==> config.mk <==
export PLATFORM = sky130hd
export DESIGN_NAME = quad_encoder_counter_flat
export DESIGN_NICKNAME = d
export VERILOG_FILES = /design/src/rtl/quad_encoder_counter_pkg.sv /design/src/rtl/quad_encoder_counter_if.sv /design/src/rtl/quad_encoder_counter_input_filter.sv /design/src/rtl/quad_encoder_counter.sv /design/src/flat_wrapper.sv
export SDC_FILE = /design/constraint.sdc
export NUM_CORES = 1
export LEC_CHECK = 0
export CAP_MARGIN = 20
export CORE_ASPECT_RATIO = 1.4
export CORE_UTILIZATION = 28
export CTS_CLUSTER_DIAMETER = 60
export DETAILED_ROUTE_END_ITERATION = 10
export PLACE_DENSITY = 0.49
export SYNTH_ARGS = -nofsm -noshare
export SYNTH_HDL_FRONTEND = slang
export SYNTH_HIERARCHICAL = 1
export SYNTH_SLANG_ARGS = --single-unit
export TNS_END_PERCENT = 1
==> constraint.sdc <==
create_clock -name i_clk -period 3.6 [get_ports i_clk]
set_input_delay 0.36 -clock i_clk [delete_from_list [all_inputs] [get_ports i_clk]]
set_output_delay 0.36 -clock i_clk [all_outputs]
set_load 0.1 [all_outputs]
==> src/rtl/quad_encoder_counter_pkg.sv <==
// encoder_pkg: shared quadrature state type, forward Gray table and period saturation constant.
package encoder_pkg;

    typedef enum logic [1:0] {
        AB_00 = 2'b00,
        AB_01 = 2'b01,
        AB_10 = 2'b10,
        AB_11 = 2'b11
    } ab_t;

    // All-ones source for the period saturation value; sliced to the counter width at the top.
    localparam logic [63:0] PERIOD_SAT_ALL = '1;

    function automatic ab_t next_fwd(ab_t ab);
        return ab == AB_00 ? AB_10 :
               ab == AB_10 ? AB_11 :
               ab == AB_11 ? AB_01 : AB_00;
    endfunction

endpackage

==> src/rtl/quad_encoder_counter_if.sv <==
// quad_encoder_counter_if: encoder inputs, control strobes and decoded outputs of the counter.
interface quad_encoder_counter_if #(
    parameter int POS_WIDTH    = 32,
    parameter int PERIOD_WIDTH = 20
);

    logic                    i_a;
    logic                    i_b;
    logic                    i_polarity;
    logic                    i_clear;
    logic                    i_load;
    logic [POS_WIDTH-1:0]    i_load_val;
    logic                    o_step;
    logic                    o_dir;
    logic                    o_dir_change;
    logic [POS_WIDTH-1:0]    o_position;
    logic [PERIOD_WIDTH-1:0] o_period;
    logic                    o_period_valid;
    logic                    o_stalled;
    logic                    o_err;

    modport master (
        output i_a, i_b, i_polarity, i_clear, i_load, i_load_val,
        input  o_step, o_dir, o_dir_change, o_position, o_period, o_period_valid, o_stalled, o_err
    );

    modport slave (
        input  i_a, i_b, i_polarity, i_clear, i_load, i_load_val,
        output o_step, o_dir, o_dir_change, o_position, o_period, o_period_valid, o_stalled, o_err
    );

endinterface

==> src/rtl/quad_encoder_counter_input_filter.sv <==
// encoder_input_filter: synchroniser chain plus deglitch counter for one encoder channel.
module encoder_input_filter #(
    parameter int SYNC_STAGES = 2,
    parameter int FILTER_LEN  = 4
) (
    input  logic i_clk,
    input  logic i_rst,
    input  logic i_in,
    output logic o_level
);

    localparam int CW = FILTER_LEN > 1 ? $clog2(FILTER_LEN) : 1;
    localparam logic [CW-1:0] LAST = CW'(FILTER_LEN - 1);

    logic [SYNC_STAGES-1:0] r_sync;
    logic [CW-1:0]          r_cnt;
    logic                   r_level;
    logic                   w_synced;

    assign w_synced = r_sync[SYNC_STAGES-1];
    assign o_level  = r_level;

    // The level flips on the FILTER_LEN-th consecutive differing sample.
    always_ff @(posedge i_clk or posedge i_rst) begin
        if (i_rst) begin
            r_sync  <= '0;
            r_cnt   <= '0;
            r_level <= 1'b0;
        end else begin
            r_sync <= {r_sync[SYNC_STAGES-2:0], i_in};
            if (w_synced == r_level)
                r_cnt <= '0;
            else if (r_cnt == LAST) begin
                r_level <= w_synced;
                r_cnt   <= '0;
            end else
                r_cnt <= r_cnt + 1'b1;
        end
    end

endmodule

==> src/rtl/quad_encoder_counter.sv <==
// quad_encoder_counter: x4 quadrature decoder with signed position, step period and error tracking.
module quad_encoder_counter
    import encoder_pkg::*;
#(
    parameter int SYNC_STAGES  = 2,
    parameter int FILTER_LEN   = 4,
    parameter int POS_WIDTH    = 32,
    parameter int PERIOD_WIDTH = 20
) (
    input logic              i_clk,
    input logic              i_rst,
    quad_encoder_counter_if.slave bus
);

    localparam logic [PERIOD_WIDTH-1:0] PERIOD_SAT = PERIOD_SAT_ALL[PERIOD_WIDTH-1:0];

    logic                    w_a;
    logic                    w_b;
    logic                    w_fwd;
    logic                    w_rev;
    logic                    w_ill;
    logic                    w_up;
    logic                    w_step;
    ab_t                     w_ab;
    ab_t                     r_prev;
    logic [PERIOD_WIDTH-1:0] w_inc;
    logic [PERIOD_WIDTH-1:0] r_cnt;
    logic [PERIOD_WIDTH-1:0] r_period;
    logic [POS_WIDTH-1:0]    r_pos;
    logic                    r_step;
    logic                    r_dir;
    logic                    r_dir_change;
    logic                    r_period_valid;
    logic                    r_stalled;
    logic                    r_err;
    logic                    r_seen;

    encoder_input_filter #(.SYNC_STAGES(SYNC_STAGES), .FILTER_LEN(FILTER_LEN)) u_filt_a (
        .i_clk   (i_clk),
        .i_rst   (i_rst),
        .i_in    (bus.i_a),
        .o_level (w_a)
    );

    encoder_input_filter #(.SYNC_STAGES(SYNC_STAGES), .FILTER_LEN(FILTER_LEN)) u_filt_b (
        .i_clk   (i_clk),
        .i_rst   (i_rst),
        .i_in    (bus.i_b),
        .o_level (w_b)
    );

    always_comb begin
        w_ab   = ab_t'({w_a, w_b});
        w_fwd  = w_ab == next_fwd(r_prev);
        w_rev  = r_prev == next_fwd(w_ab);
        w_ill  = w_ab != r_prev && !w_fwd && !w_rev;
        w_up   = w_fwd ^ bus.i_polarity;
        w_step = (w_fwd || w_rev) && !bus.i_clear && !bus.i_load;
        w_inc  = r_cnt == PERIOD_SAT ? PERIOD_SAT : r_cnt + 1'b1;
    end

    // r_seen gates dir_change and period_valid until a first step after reset/clear.
    always_ff @(posedge i_clk or posedge i_rst) begin
        if (i_rst) begin
            r_prev         <= AB_00;
            r_pos          <= '0;
            r_cnt          <= '0;
            r_period       <= '0;
            r_step         <= 1'b0;
            r_dir          <= 1'b0;
            r_dir_change   <= 1'b0;
            r_period_valid <= 1'b0;
            r_stalled      <= 1'b0;
            r_err          <= 1'b0;
            r_seen         <= 1'b0;
        end else begin
            r_prev         <= w_ab;
            r_step         <= w_step;
            r_dir_change   <= w_step && r_seen && (w_up != r_dir);
            r_period_valid <= w_step && r_seen;
            if (bus.i_clear) begin
                r_pos     <= '0;
                r_err     <= 1'b0;
                r_cnt     <= '0;
                r_stalled <= 1'b0;
                r_seen    <= 1'b0;
            end else begin
                if (w_ill)
                    r_err <= 1'b1;
                if (bus.i_load)
                    r_pos <= bus.i_load_val;
                else if (w_step)
                    r_pos <= w_up ? r_pos + 1'b1 : r_pos - 1'b1;
                if (w_step) begin
                    r_dir     <= w_up;
                    r_period  <= w_inc;
                    r_cnt     <= '0;
                    r_stalled <= 1'b0;
                    r_seen    <= 1'b1;
                end else begin
                    r_cnt     <= w_inc;
                    r_stalled <= w_inc == PERIOD_SAT;
                end
            end
        end
    end

    assign bus.o_step         = r_step;
    assign bus.o_dir          = r_dir;
    assign bus.o_dir_change   = r_dir_change;
    assign bus.o_position     = r_pos;
    assign bus.o_period       = r_period;
    assign bus.o_period_valid = r_period_valid;
    assign bus.o_stalled      = r_stalled;
    assign bus.o_err          = r_err;

endmodule

==> src/flat_wrapper.sv <==
// flat-port wrapper written by rule: the top's interface ports become plain ports
module quad_encoder_counter_flat import encoder_pkg::*;
#(
    parameter int SYNC_STAGES  = 2,
    parameter int FILTER_LEN   = 4,
    parameter int POS_WIDTH    = 32,
    parameter int PERIOD_WIDTH = 20
)
  (i_clk, i_rst, bus_i_a, bus_i_b, bus_i_polarity, bus_i_clear, bus_i_load, bus_i_load_val, bus_o_step, bus_o_dir, bus_o_dir_change, bus_o_position, bus_o_period, bus_o_period_valid, bus_o_stalled, bus_o_err);
  quad_encoder_counter_if #(.POS_WIDTH(POS_WIDTH), .PERIOD_WIDTH(PERIOD_WIDTH)) bus_i ();
  input logic i_clk;
  input logic i_rst;
  input wire logic [$bits(bus_i.i_a)-1:0] bus_i_a;
  input wire logic [$bits(bus_i.i_b)-1:0] bus_i_b;
  input wire logic [$bits(bus_i.i_polarity)-1:0] bus_i_polarity;
  input wire logic [$bits(bus_i.i_clear)-1:0] bus_i_clear;
  input wire logic [$bits(bus_i.i_load)-1:0] bus_i_load;
  input wire logic [$bits(bus_i.i_load_val)-1:0] bus_i_load_val;
  output wire logic [$bits(bus_i.o_step)-1:0] bus_o_step;
  output wire logic [$bits(bus_i.o_dir)-1:0] bus_o_dir;
  output wire logic [$bits(bus_i.o_dir_change)-1:0] bus_o_dir_change;
  output wire logic [$bits(bus_i.o_position)-1:0] bus_o_position;
  output wire logic [$bits(bus_i.o_period)-1:0] bus_o_period;
  output wire logic [$bits(bus_i.o_period_valid)-1:0] bus_o_period_valid;
  output wire logic [$bits(bus_i.o_stalled)-1:0] bus_o_stalled;
  output wire logic [$bits(bus_i.o_err)-1:0] bus_o_err;
  assign bus_i.i_a = bus_i_a;
  assign bus_i.i_b = bus_i_b;
  assign bus_i.i_polarity = bus_i_polarity;
  assign bus_i.i_clear = bus_i_clear;
  assign bus_i.i_load = bus_i_load;
  assign bus_i.i_load_val = bus_i_load_val;
  assign bus_o_step = bus_i.o_step;
  assign bus_o_dir = bus_i.o_dir;
  assign bus_o_dir_change = bus_i.o_dir_change;
  assign bus_o_position = bus_i.o_position;
  assign bus_o_period = bus_i.o_period;
  assign bus_o_period_valid = bus_i.o_period_valid;
  assign bus_o_stalled = bus_i.o_stalled;
  assign bus_o_err = bus_i.o_err;
  quad_encoder_counter #(.SYNC_STAGES(SYNC_STAGES), .FILTER_LEN(FILTER_LEN), .POS_WIDTH(POS_WIDTH), .PERIOD_WIDTH(PERIOD_WIDTH)) u_core (.i_clk(i_clk), .i_rst(i_rst), .bus(bus_i));
endmodule
==> results of run 1 <==
==> routing by layer <==
metal | vias up | global-route usage (%) | share of wire, %
li1 | 2576 | - | -
met1 | 2598 | 20.5 | 38
met2 | 192 | 36.7 | 54
met3 | 52 | 2.83 | 3.9
met4 | 0 | 11.2 | 4.6
met5 | - | 0 | 0
==> state kept, by name, summed over array words and instances, names as in the netlist, 2 cells and up <==
register / count
u_core/u_filt_b/r_cnt: 2
u_core/r_prev: 2
u_core/bus.o_position: 32
u_core/r_cnt: 20
u_core/bus.o_period: 20
u_core/u_filt_a/r_sync: 2
u_core/u_filt_b/r_sync: 2
u_core/u_filt_a/r_cnt: 2
==> cell usage in the layout (no fill, tap or decap), types with 4 or more instances in the layout <==
master	Yosys	final
ha_1	4	4
and2_1	5	5
clkbuf_16	0	9
a31oi_1	5	5
nor3_1	26	25
nand3_1	25	25
nor2b_1	4	4
a21oi_1	32	32
buf_4	0	34
clkdlybuf4s50_1	0	96
nor4b_1	4	4
o21ai_0	36	36
or4_1	6	6
nor4_1	14	14
and4_1	7	7
a211oi_1	9	9
xor2_1	17	17
nand4_1	28	28
inv_1	7	6
nand4b_1	6	6
o2111ai_1	4	4
nor3_2	4	5
or3_1	6	6
xnor2_1	35	35
nand2_1	76	76
nor2_1	103	103
and3_1	12	12
mux2i_1	11	11
dfrtp_1	91	91
o21ai_1	5	5
==> repair_timing <==
| item | in CTS | in global routing |
|---|---|---|
| setup endpoints to repair | 0 | 1 |
| hold buffers | 0 | 0 |
| resized for setup | 0 | 1 |
| hold endpoints to repair | 0 | 0 |
==> power groups by stage <==
stage	Clock [mW]	Sequential, mW	Combinational [mW]
floorplan	0	2.04	1.63
global placement	0	1.46	3.24
detailed placement	0	1.47	3.24
CTS	1.00	1.45	3.26
global route	1.04	1.48	3.47
finish	0.960	1.44	3.28
==> stage by stage <==
step	util [%]	std cells	total power, mW	area [um2]	hold slack [ns]
after floorplan	-	673	3.67	5550	0.139
after global placement	35.6	1000	4.70	6870	0.332
after detailed placement	35.6	1000	4.71	6870	0.336
after CTS	37.2	1016	5.70	7170	0.294
after global routing	37.2	1016	5.98	7180	0.333
final	37.2	1016	5.68	7180	0.296
==> area by class of cell <==
class,count,area share (%)
inverters,8,0.436
clock inverters,7,1.01
clock buffers,9,3.14
well taps,248,4.32
flip-flops and latches,91,31.7
repair buffers,130,16.9
multi-input cells,523,42.4
==> critical path, cell delays in order, from the launching register on <==
cell and delay [ns]:
dfrtp_1 0.44, xnor2_1 0.21, or3_1 0.39, nand2_1 0.13, xnor2_1 0.14, ha_1 0.25
nand3_1 0.16, nor2_1 0.13, o21ai_0 0.15, a21o_1 0.26, and2_1 0.17, o31ai_1 0.41
a41oi_1 0.16, nor2b_1 0.17
==> worst max path at each step <==
stage,from,endpoint,slack (ns),cells past startpoint
after floorplan,u_core/u_filt_a/o_level,u_core/bus.o_position[30],0.04,15
after global placement,bus_i_polarity,u_core/bus.o_position[30],0.11,13
after detailed placement,bus_i_polarity,u_core/bus.o_position[30],0.11,13
after CTS,u_core/u_filt_a/o_level,u_core/bus.o_position[30],0.25,13
after global routing,u_core/u_filt_a/o_level,u_core/bus.o_position[30],0.07,13
final,u_core/u_filt_a/o_level,u_core/bus.o_position[28],0.32,13
==> cells by family (layout without fill, tap and decap cells) <==
family | count (synthesis) | in the layout | synth area share (%)
simple gates | 337 | 337 | 30.4
compound gates | 117 | 117 | 12.8
flops | 91 | 91 | 41.0
buf+inv | 59 | 154 | 4.26
xor+xnor | 52 | 52 | 8.20
mux | 13 | 13 | 2.39
fa+ha+maj | 4 | 4 | 0.902
==> cells in the mapped netlist, types with 7 or more instances <==
master	n	area share (%)
xnor2_1	35	5.5
a21oi_1	32	2.9
xor2_1	17	2.7
o21ai_0	36	3.2
nand3_1	25	2.3
and3_1	12	1.4
mux2i_1	11	2.0
nand4_1	28	3.2
nand2_1	76	5.1
inv_1	7	0.47
nor4_1	14	1.6
dfrtp_1	91	41
nor3_1	26	2.3
nor2_1	103	7.0
clkbuf_1	42	2.8
a211oi_1	9	1.2
and4_1	7	1.1
==> reports/results.ini, run 1 <==
[logic_synthesis]
syn_area_um2=5550
avgSynthCellArea_um2=8.25
synth_flop_cell=dfrtp_1
async_flop_share_pct=100
syn_inst=673
syn-num-nets=716
synth-seq-cells=91
ys_seq_area_share_pct=41.0
yosysWarnings=6
synth_edf_count=0
yosys.cell_types.count=57

[critical_path]
reg2reg_depth=13
cp_max_fo=5
r2r-start=u_core/u_filt_a/o_level
required_ns=3.85
reg2reg_to=u_core/bus.o_position[28]
cp_data_arrival_time_ns=3.53
end_kind=flip-flop
rrSetupSlack_ns=0.32
path_class=flip-flop to flip-flop
crit_path_start_kind=flip-flop

[final_layout]
nFillCells=2009
synthToLayoutAreaGrowth_pct=29.3
fin_nets=806
seqCellArea_um2=2280
antenna_cells=0
drive_gt1_share_pct=8.20
multi_input_area_um2=3040

[die]
num_io_pins=97
dieArea_um2=20400
rows=60
die_h_um=169
start_util_pct=28.8
core_um2=19300
chipWidth_um=121

[placed_design]
post-place-ws_ns=0.106
dp.final_hpwl_um=14600
port_buffers=96
gp_congestion=0.900

[clock_network]
cts_made_buffers=9
cts.clk_slew.worst_paths_ns=0.08
insertion_delay_ns=0.36
root_buffer=clkbuf_16
cts_tree=done
clockBufferDepth=2
htreeDepth=3
cts_setup_buffers=0
cts_num_sinks=91

[power]
p_leak_nw=2.88
p_sw_mw=3.02
pwr-share-comb_pct=57.7
vdd_drop_max_mv=0.421
switching_share_pct=53.2
p_clk_share_pct=16.9
pwr-share-seq_pct=25.4
intPower_mw=2.66
cellPowerDensity_nw_per_um2=792

[global_route]
grtUsageTotal_pct=19.6
grt_max_degree=40
grt_pass1_vias=5475
grt_pass1_wl_um=30300
antenna_found_initial=0
grt.overflow.total=0

[detailed_routing]
drc=0
vias_per_cell=5.33
antenna_left=0
first_iter_violations=326
num_vias=5418
firstDrtPassIters=5
routed_wl_um=19400
avgRoutedWirePerCell_um=19.1

[sta]
skew_ns=0.0105
fmax_ghz=0.305
post-route-period-util_pct=91.2
setup_viol=0
tightestPinTransition_ns=1.00
hold_violations=0
worst_slack_ns=0.316
relSlewSlack_pct=33.1
setup_tns_ns=0
slew_violations=0
rsz0062_at_grt=false
period_minus_slack_ns=3.28

[run]
max_cap_violations=0

[hold_path]
hold_class=primary input to async pin

[status]
run_status=completed

Power figures use the tool's default switching activity.
==> run 2: changes to the inputs <==
PLACE_DENSITY = 0.48   (was 0.49)
clock period = 3.8 ns   (was 3.6 ns; I/O delays follow)
==> reports/results.ini, run 2 (same netlist as run 1, synthesis figures left out) <==
[power]
p_clk_share_pct=17.4  ; +0.5 points
vdd_drop_max_mv=0.768  ; +83%
power_mw=5.28  ; -7.1%
p_leak_nw=2.81  ; -2.3%
switching_share_pct=53.0  ; -0.19 points
p_sw_mw=2.80  ; -7.4%
intPower_mw=2.48  ; -6.7%
pwr-share-seq_pct=26.0  ; +0.6 points
pwr-share-comb_pct=56.5  ; -1.2 points
cellPowerDensity_nw_per_um2=746  ; -5.7%

[final_layout]
nFillCells=2007  ; -0.10%
largest_reg_flops=32  ; unchanged
layout_commonest_cell=nor2_1
antenna_cells=0  ; unchanged
seqCellArea_um2=2280  ; unchanged
final_cell_mix=nor2_1 (103), clkdlybuf4s50_1 (96), dfrtp_1 (91)
synthToLayoutAreaGrowth_pct=27.4
drive_gt1_share_pct=6.37  ; -1.8 points
multi_input_area_um2=3040  ; -0.16%
fin_nets=792  ; -1.7%

[critical_path]
slowest_delay_ns=0.46  ; +0.02 ns
cp_max_fo=5  ; unchanged
required_ns=4.04  ; +0.19 ns
cp_data_arrival_time_ns=3.63  ; +0.10 ns
worst_path_dominant_cell_family=simple AND/OR/NAND/NOR gates
end_kind=flip-flop
path_class=flip-flop to flip-flop
path_cells=xnor2_1 -> or3_1 -> nand2_1 -> xnor2_1 -> ha_1 -> nand3_1 -> nor3_1 -> a22oi_1 -> nor3_1 -> nand3_1 -> o31ai_1 -> xor2_1 -> a22o_1
crit_path_start_kind=flip-flop
slowest_stage=dfrtp_1
path_buf_inv=0  ; unchanged

[placed_design]
dp.final_hpwl_um=13500  ; -7.5%
gp_congestion=0.934  ; +3.8%
port_buffers=96  ; unchanged

[detailed_routing]
drc=0  ; unchanged
vias_per_cell=5.37  ; +0.65%
antenna_left=0  ; unchanged
num_vias=5378  ; -0.74%
route.met2.wl_um=9520  ; -8.5%
firstDrtPassIters=5  ; unchanged
top_layer_used=met4
drt-met1-wl_um=7550  ; +2.6%
avgRoutedWirePerCell_um=18.4  ; -3.8%
routed_wl_um=18400  ; -5.1%
wl_met3_um=855  ; +14%
first_iter_violations=274  ; -16%

[hold_path]
hold_class=primary input to async pin

[global_route]
antenna_found_initial=0  ; unchanged
grt_pass1_vias=5319  ; -2.8%
grt_pass1_wl_um=29300  ; -3.3%
grtUsageTotal_pct=18.7  ; -0.93 points
grt_max_degree=50  ; +25%
grt.overflow.total=0  ; unchanged

[clock_network]
cts_tree=done
insertion_delay_ns=0.36  ; about the same
ctsResizeCount=0  ; unchanged
clockBufferDepth=2  ; unchanged
root_buffer=clkbuf_16
cts_num_sinks=91  ; unchanged
htreeDepth=3  ; unchanged
cts_setup_buffers=0  ; unchanged
hold_buffers=0  ; unchanged
cts.clk_slew.worst_paths_ns=0.07  ; about the same
cts_made_buffers=9  ; unchanged

[die]
core_um2=19300  ; unchanged
start_util_pct=28.8  ; unchanged
dieArea_um2=20400  ; unchanged
chipWidth_um=121  ; unchanged
num_io_pins=97  ; unchanged
rows=60  ; unchanged
die_h_um=169  ; unchanged

[sta]
fmax_ghz=0.295  ; -3.0%
setup_tns_ns=0  ; unchanged
tightestPinTransition_ns=1.02  ; +0.0196 ns
post-route-period-util_pct=89.1  ; -2.1 points
setup_viol=0  ; unchanged
relSlewSlack_pct=31.8  ; -1.3 points
period_minus_slack_ns=3.38  ; +0.101 ns
skew_ns=0.0107  ; +0.000172 ns
slew_violations=0  ; unchanged
hold_violations=0  ; unchanged
rsz0062_at_grt=false

[status]
run_status=completed

[run]
max_cap_violations=0  ; unchanged

-- run 2: changes by cell type in the layout (fill, tap and decap cells not counted), sizes merged --
cell	delta
buf	-14
-- run 2: routing by layer --
metal  vias up  global-route usage [%]
met5         -                       0
met4         0                    7.84
met3        34                    3.44
met2       203                    32.4
met1      2605                    22.4
li1       2536                       -
-- run 2: layout make-up --
cell class                      instances  share of cell area, %
Clock buffer                            9                   3.18
Timing Repair Buffer                  116                   15.7
Inverter                                8                  0.442
Tap cell                              248                   4.39
Clock inverter                          7                   1.13
Sequential cell                        91                   32.2
Multi-Input combinational cell        523                   43.0
-- run 2: metrics by stage --
step / cells / cell area (um2) / utilization, % / hold slack [ns] / worst slack [ns]
floorplan: 673 / 5550 / - / 0.159 / 0.243
global placement: 986 / 6770 / 35.1 / 0.335 / 0.326
detailed placement: 986 / 6770 / 35.1 / 0.338 / 0.277
CTS: 1002 / 7070 / 36.7 / 0.334 / 0.465
global route: 1002 / 7070 / 36.7 / 0.354 / 0.178
finish: 1002 / 7070 / 36.7 / 0.329 / 0.415
-- run 2: power by group through the flow --
stage	logic, mW	registers [mW]	clock network [mW]
final	2.98	1.37	0.921
after global routing	3.21	1.41	0.994
after CTS	2.99	1.38	0.952
after detailed placement	2.97	1.39	0
after global placement	2.96	1.39	0
after floorplan	1.54	1.94	0
-- run 2: final timing paths --
check | start | to | slack (ns) | cells after the start
max reg2reg | u_core/u_filt_a/o_level | u_core/bus.o_position[30] | 0.42 | 13
min in group i_clk | u_core/u_filt_a/r_sync[0] | u_core/u_filt_a/r_sync[1] | 0.36 | 0
min | i_rst | u_core/u_filt_b/r_cnt[0] | 0.33 | 2
min reg2reg | u_core/u_filt_a/r_sync[0] | u_core/u_filt_a/r_sync[1] | 0.36 | 0
max in group asynchronous | i_rst | u_core/bus.o_position[23] | 2.70 | 3
max | u_core/u_filt_a/o_level | u_core/bus.o_position[30] | 0.42 | 13
==> run 3: changes to the inputs <==
CAP_MARGIN = not set   (was 20)
CORE_UTILIZATION = 58   (was 28)
GPL_TIMING_DRIVEN = 0   (was not set)
PLACE_DENSITY = 0.87   (was 0.48)
==> reports/results.ini, run 3 (same netlist as run 1, synthesis figures left out) <==
[final_layout]
antenna_cells=0  ; unchanged
nFillCells=643  ; -68%
largest_reg_flops=32  ; unchanged
layout_commonest_cell=nor2_1
seqCellArea_um2=2280  ; about the same
multi_input_area_um2=3110  ; +2.3%
final_cell_mix=nor2_1 (103), clkdlybuf4s50_1 (95), dfrtp_1 (90)
drive_gt1_share_pct=6.23  ; -0.13 points
synthToLayoutAreaGrowth_pct=26.8
final_area_um2=7040  ; -0.51%
final_core_util_pct=77.1  ; +40 points
fin_nets=824  ; +4.0%

[sta]
skew_ns=0.00791  ; -0.00278 ns
rsz0062_at_grt=false
setup_viol=0  ; unchanged
period_minus_slack_ns=3.67  ; +0.285 ns
tightestPinTransition_ns=1.01  ; -0.00836 ns
hold_violations=0  ; unchanged
slew_violations=0  ; unchanged
post-route-period-util_pct=96.6  ; +7.5 points
relSlewSlack_pct=32.3  ; +0.56 points
fmax_ghz=0.272  ; -7.8%

[detailed_routing]
routed_wl_um=18200  ; -1.2%
avgRoutedWirePerCell_um=20.4  ; +11%
firstDrtPassIters=11  ; +6
vias_per_cell=6.49  ; +21%
antenna_left=0  ; unchanged
num_vias=5792  ; +7.7%
drc=4  ; +4
first_iter_violations=467  ; +70%

[die]
rows=41  ; -32%
start_util_pct=60.8  ; +32 points
die_h_um=118  ; -30%
chipWidth_um=84.7  ; -30%
num_io_pins=97  ; unchanged
dieArea_um2=9970  ; -51%
core_um2=9130  ; -53%

[critical_path]
slowest_delay_ns=0.48  ; +0.02 ns
path_cells=xor2_2 -> or3_1 -> clkbuf_4 -> nand2_8 -> xnor2_1 -> ha_2 -> nand3_1 -> nor3_1 -> a22oi_1 -> nor3_2 -> nand3_1 -> o31ai_1 -> xor2_1 -> a22o_1
path_buf_inv=1  ; +1
reg2reg_to=u_core/bus.o_position[30]
r2r-start=u_core/u_filt_b/o_level
required_ns=4.04  ; about the same
end_kind=flip-flop
path_class=flip-flop to flip-flop
cp-startpoint=u_core/u_filt_b/o_level
cpMostUsedCell=nand3_1
setup.worst_path.end=u_core/bus.o_position[30]
worst_path_dominant_cell_family=simple AND/OR/NAND/NOR gates
cp_data_arrival_time_ns=3.91  ; +0.28 ns
cp_max_fo=15  ; +10
crit_path_start_kind=flip-flop
critical_path_depth=14  ; +1
slowest_stage=dfrtp_1
reg2reg_depth=14  ; +1
rrSetupSlack_ns=0.13  ; -0.29 ns

[global_route]
antenna_found_initial=0  ; unchanged
grt_pass1_vias=5852  ; +10%
grt.overflow.total=0  ; unchanged
grtUsageTotal_pct=37.5  ; +19 points
grt_max_degree=58  ; +16%
grt_pass1_wl_um=29200  ; -0.42%

[placed_design]
gp_congestion=0.989  ; +5.9%
dp.final_hpwl_um=13500  ; -0.43%
port_buffers=95  ; -1.0%
placed_area_um2=6670  ; -1.5%

[clock_network]
cts_num_sinks=91  ; unchanged
cts_tree=done
cts_made_buffers=9  ; unchanged
root_buffer=clkbuf_16
htreeDepth=3  ; unchanged
clockBufferDepth=2  ; unchanged
hold_buffers=0  ; unchanged
cts.clk_slew.worst_paths_ns=0.07  ; about the same
insertion_delay_ns=0.35  ; about the same

[run]
max_cap_violations=0  ; unchanged

[status]
violations=DRC
run_status=complete, but fails checks

[power]
cellPowerDensity_nw_per_um2=758  ; +1.5%
vdd_drop_max_mv=0.693  ; -9.8%
p_leak_nw=2.83  ; +0.48%

[hold_path]
hold_class=primary input to async pin

[run 3: layer usage]
layer  up-vias  track usage, %  share of wire (%)
li1       2605               -                  -
met4         0            23.0                6.0
met2       335            65.4                 52
met1      2759            42.7                 35
met3        93            5.40                7.0
met5         -               0                  0
[run 3: worst min-delay path by stage]
stage                                           end  cells past startpoint
after floorplan             u_core/u_filt_a/o_level                      1
after global placement    u_core/u_filt_b/r_sync[1]                      0
after detailed placement  u_core/u_filt_b/r_sync[1]                      0
after CTS                   u_core/u_filt_a/o_level                      2
after global routing      u_core/u_filt_a/r_sync[1]                      0
final                     u_core/u_filt_a/r_sync[0]                      2
[run 3: through the flow]
step | total power [mW] | hold WS (ns) | TNS (ns) | cells | setup WS, ns
after floorplan | 3.48 | 0.159 | 0 | 673 | 0.243
after global placement | 4.27 | 0.335 | -6.99 | 875 | -0.774
after detailed placement | 4.32 | 0.343 | -7.16 | 876 | -0.883
after CTS | 5.22 | 0.338 | 0 | 891 | 0.0550
after global routing | 5.56 | 0.362 | 0 | 893 | 0.0105
final | 5.33 | 0.332 | 0 | 893 | 0.130
[run 3: power breakdown]
part | internal [mW] | total, mW | switching, mW
Combinational | 0.897 | 3.19 | 2.29
Sequential | 1.12 | 1.28 | 0.163
Clock | 0.466 | 0.862 | 0.397
[run 3: final cells by class]
type                            count  share of cell area, %
Buffer                             50                   2.93
Sequential cell                    91                   32.4
Tap cell                          107                   1.90
Inverter                            8                  0.462
Timing Repair Buffer               98                   14.1
Clock buffer                       10                   3.40
Multi-Input combinational cell    523                   44.2
Clock inverter                      6                  0.658
[run 3: what timing repair did]
| action | 4_1_cts | 5_1_grt |
|---|---|---|
| setup endpoints to repair | 11 | 9 |
| hold endpoints to repair | 0 | 0 |
| pin swaps | 0 | 1 |
| buffers inserted | 0 | 2 |
| gates resized for setup | 6 | 10 |
[run 3: worst register-to-register path, delay by kind of cell (launching register included)]
family | cells | cell delay (ns)
AOI/OAI and AO/OA | 3 | 0.64
xor gates and xnor gates | 3 | 0.49
adders and majority gates | 1 | 0.28
buffers and inverters | 1 | 0.24
DFF | 1 | 0.48
and+or+nand+nor | 6 | 1.44
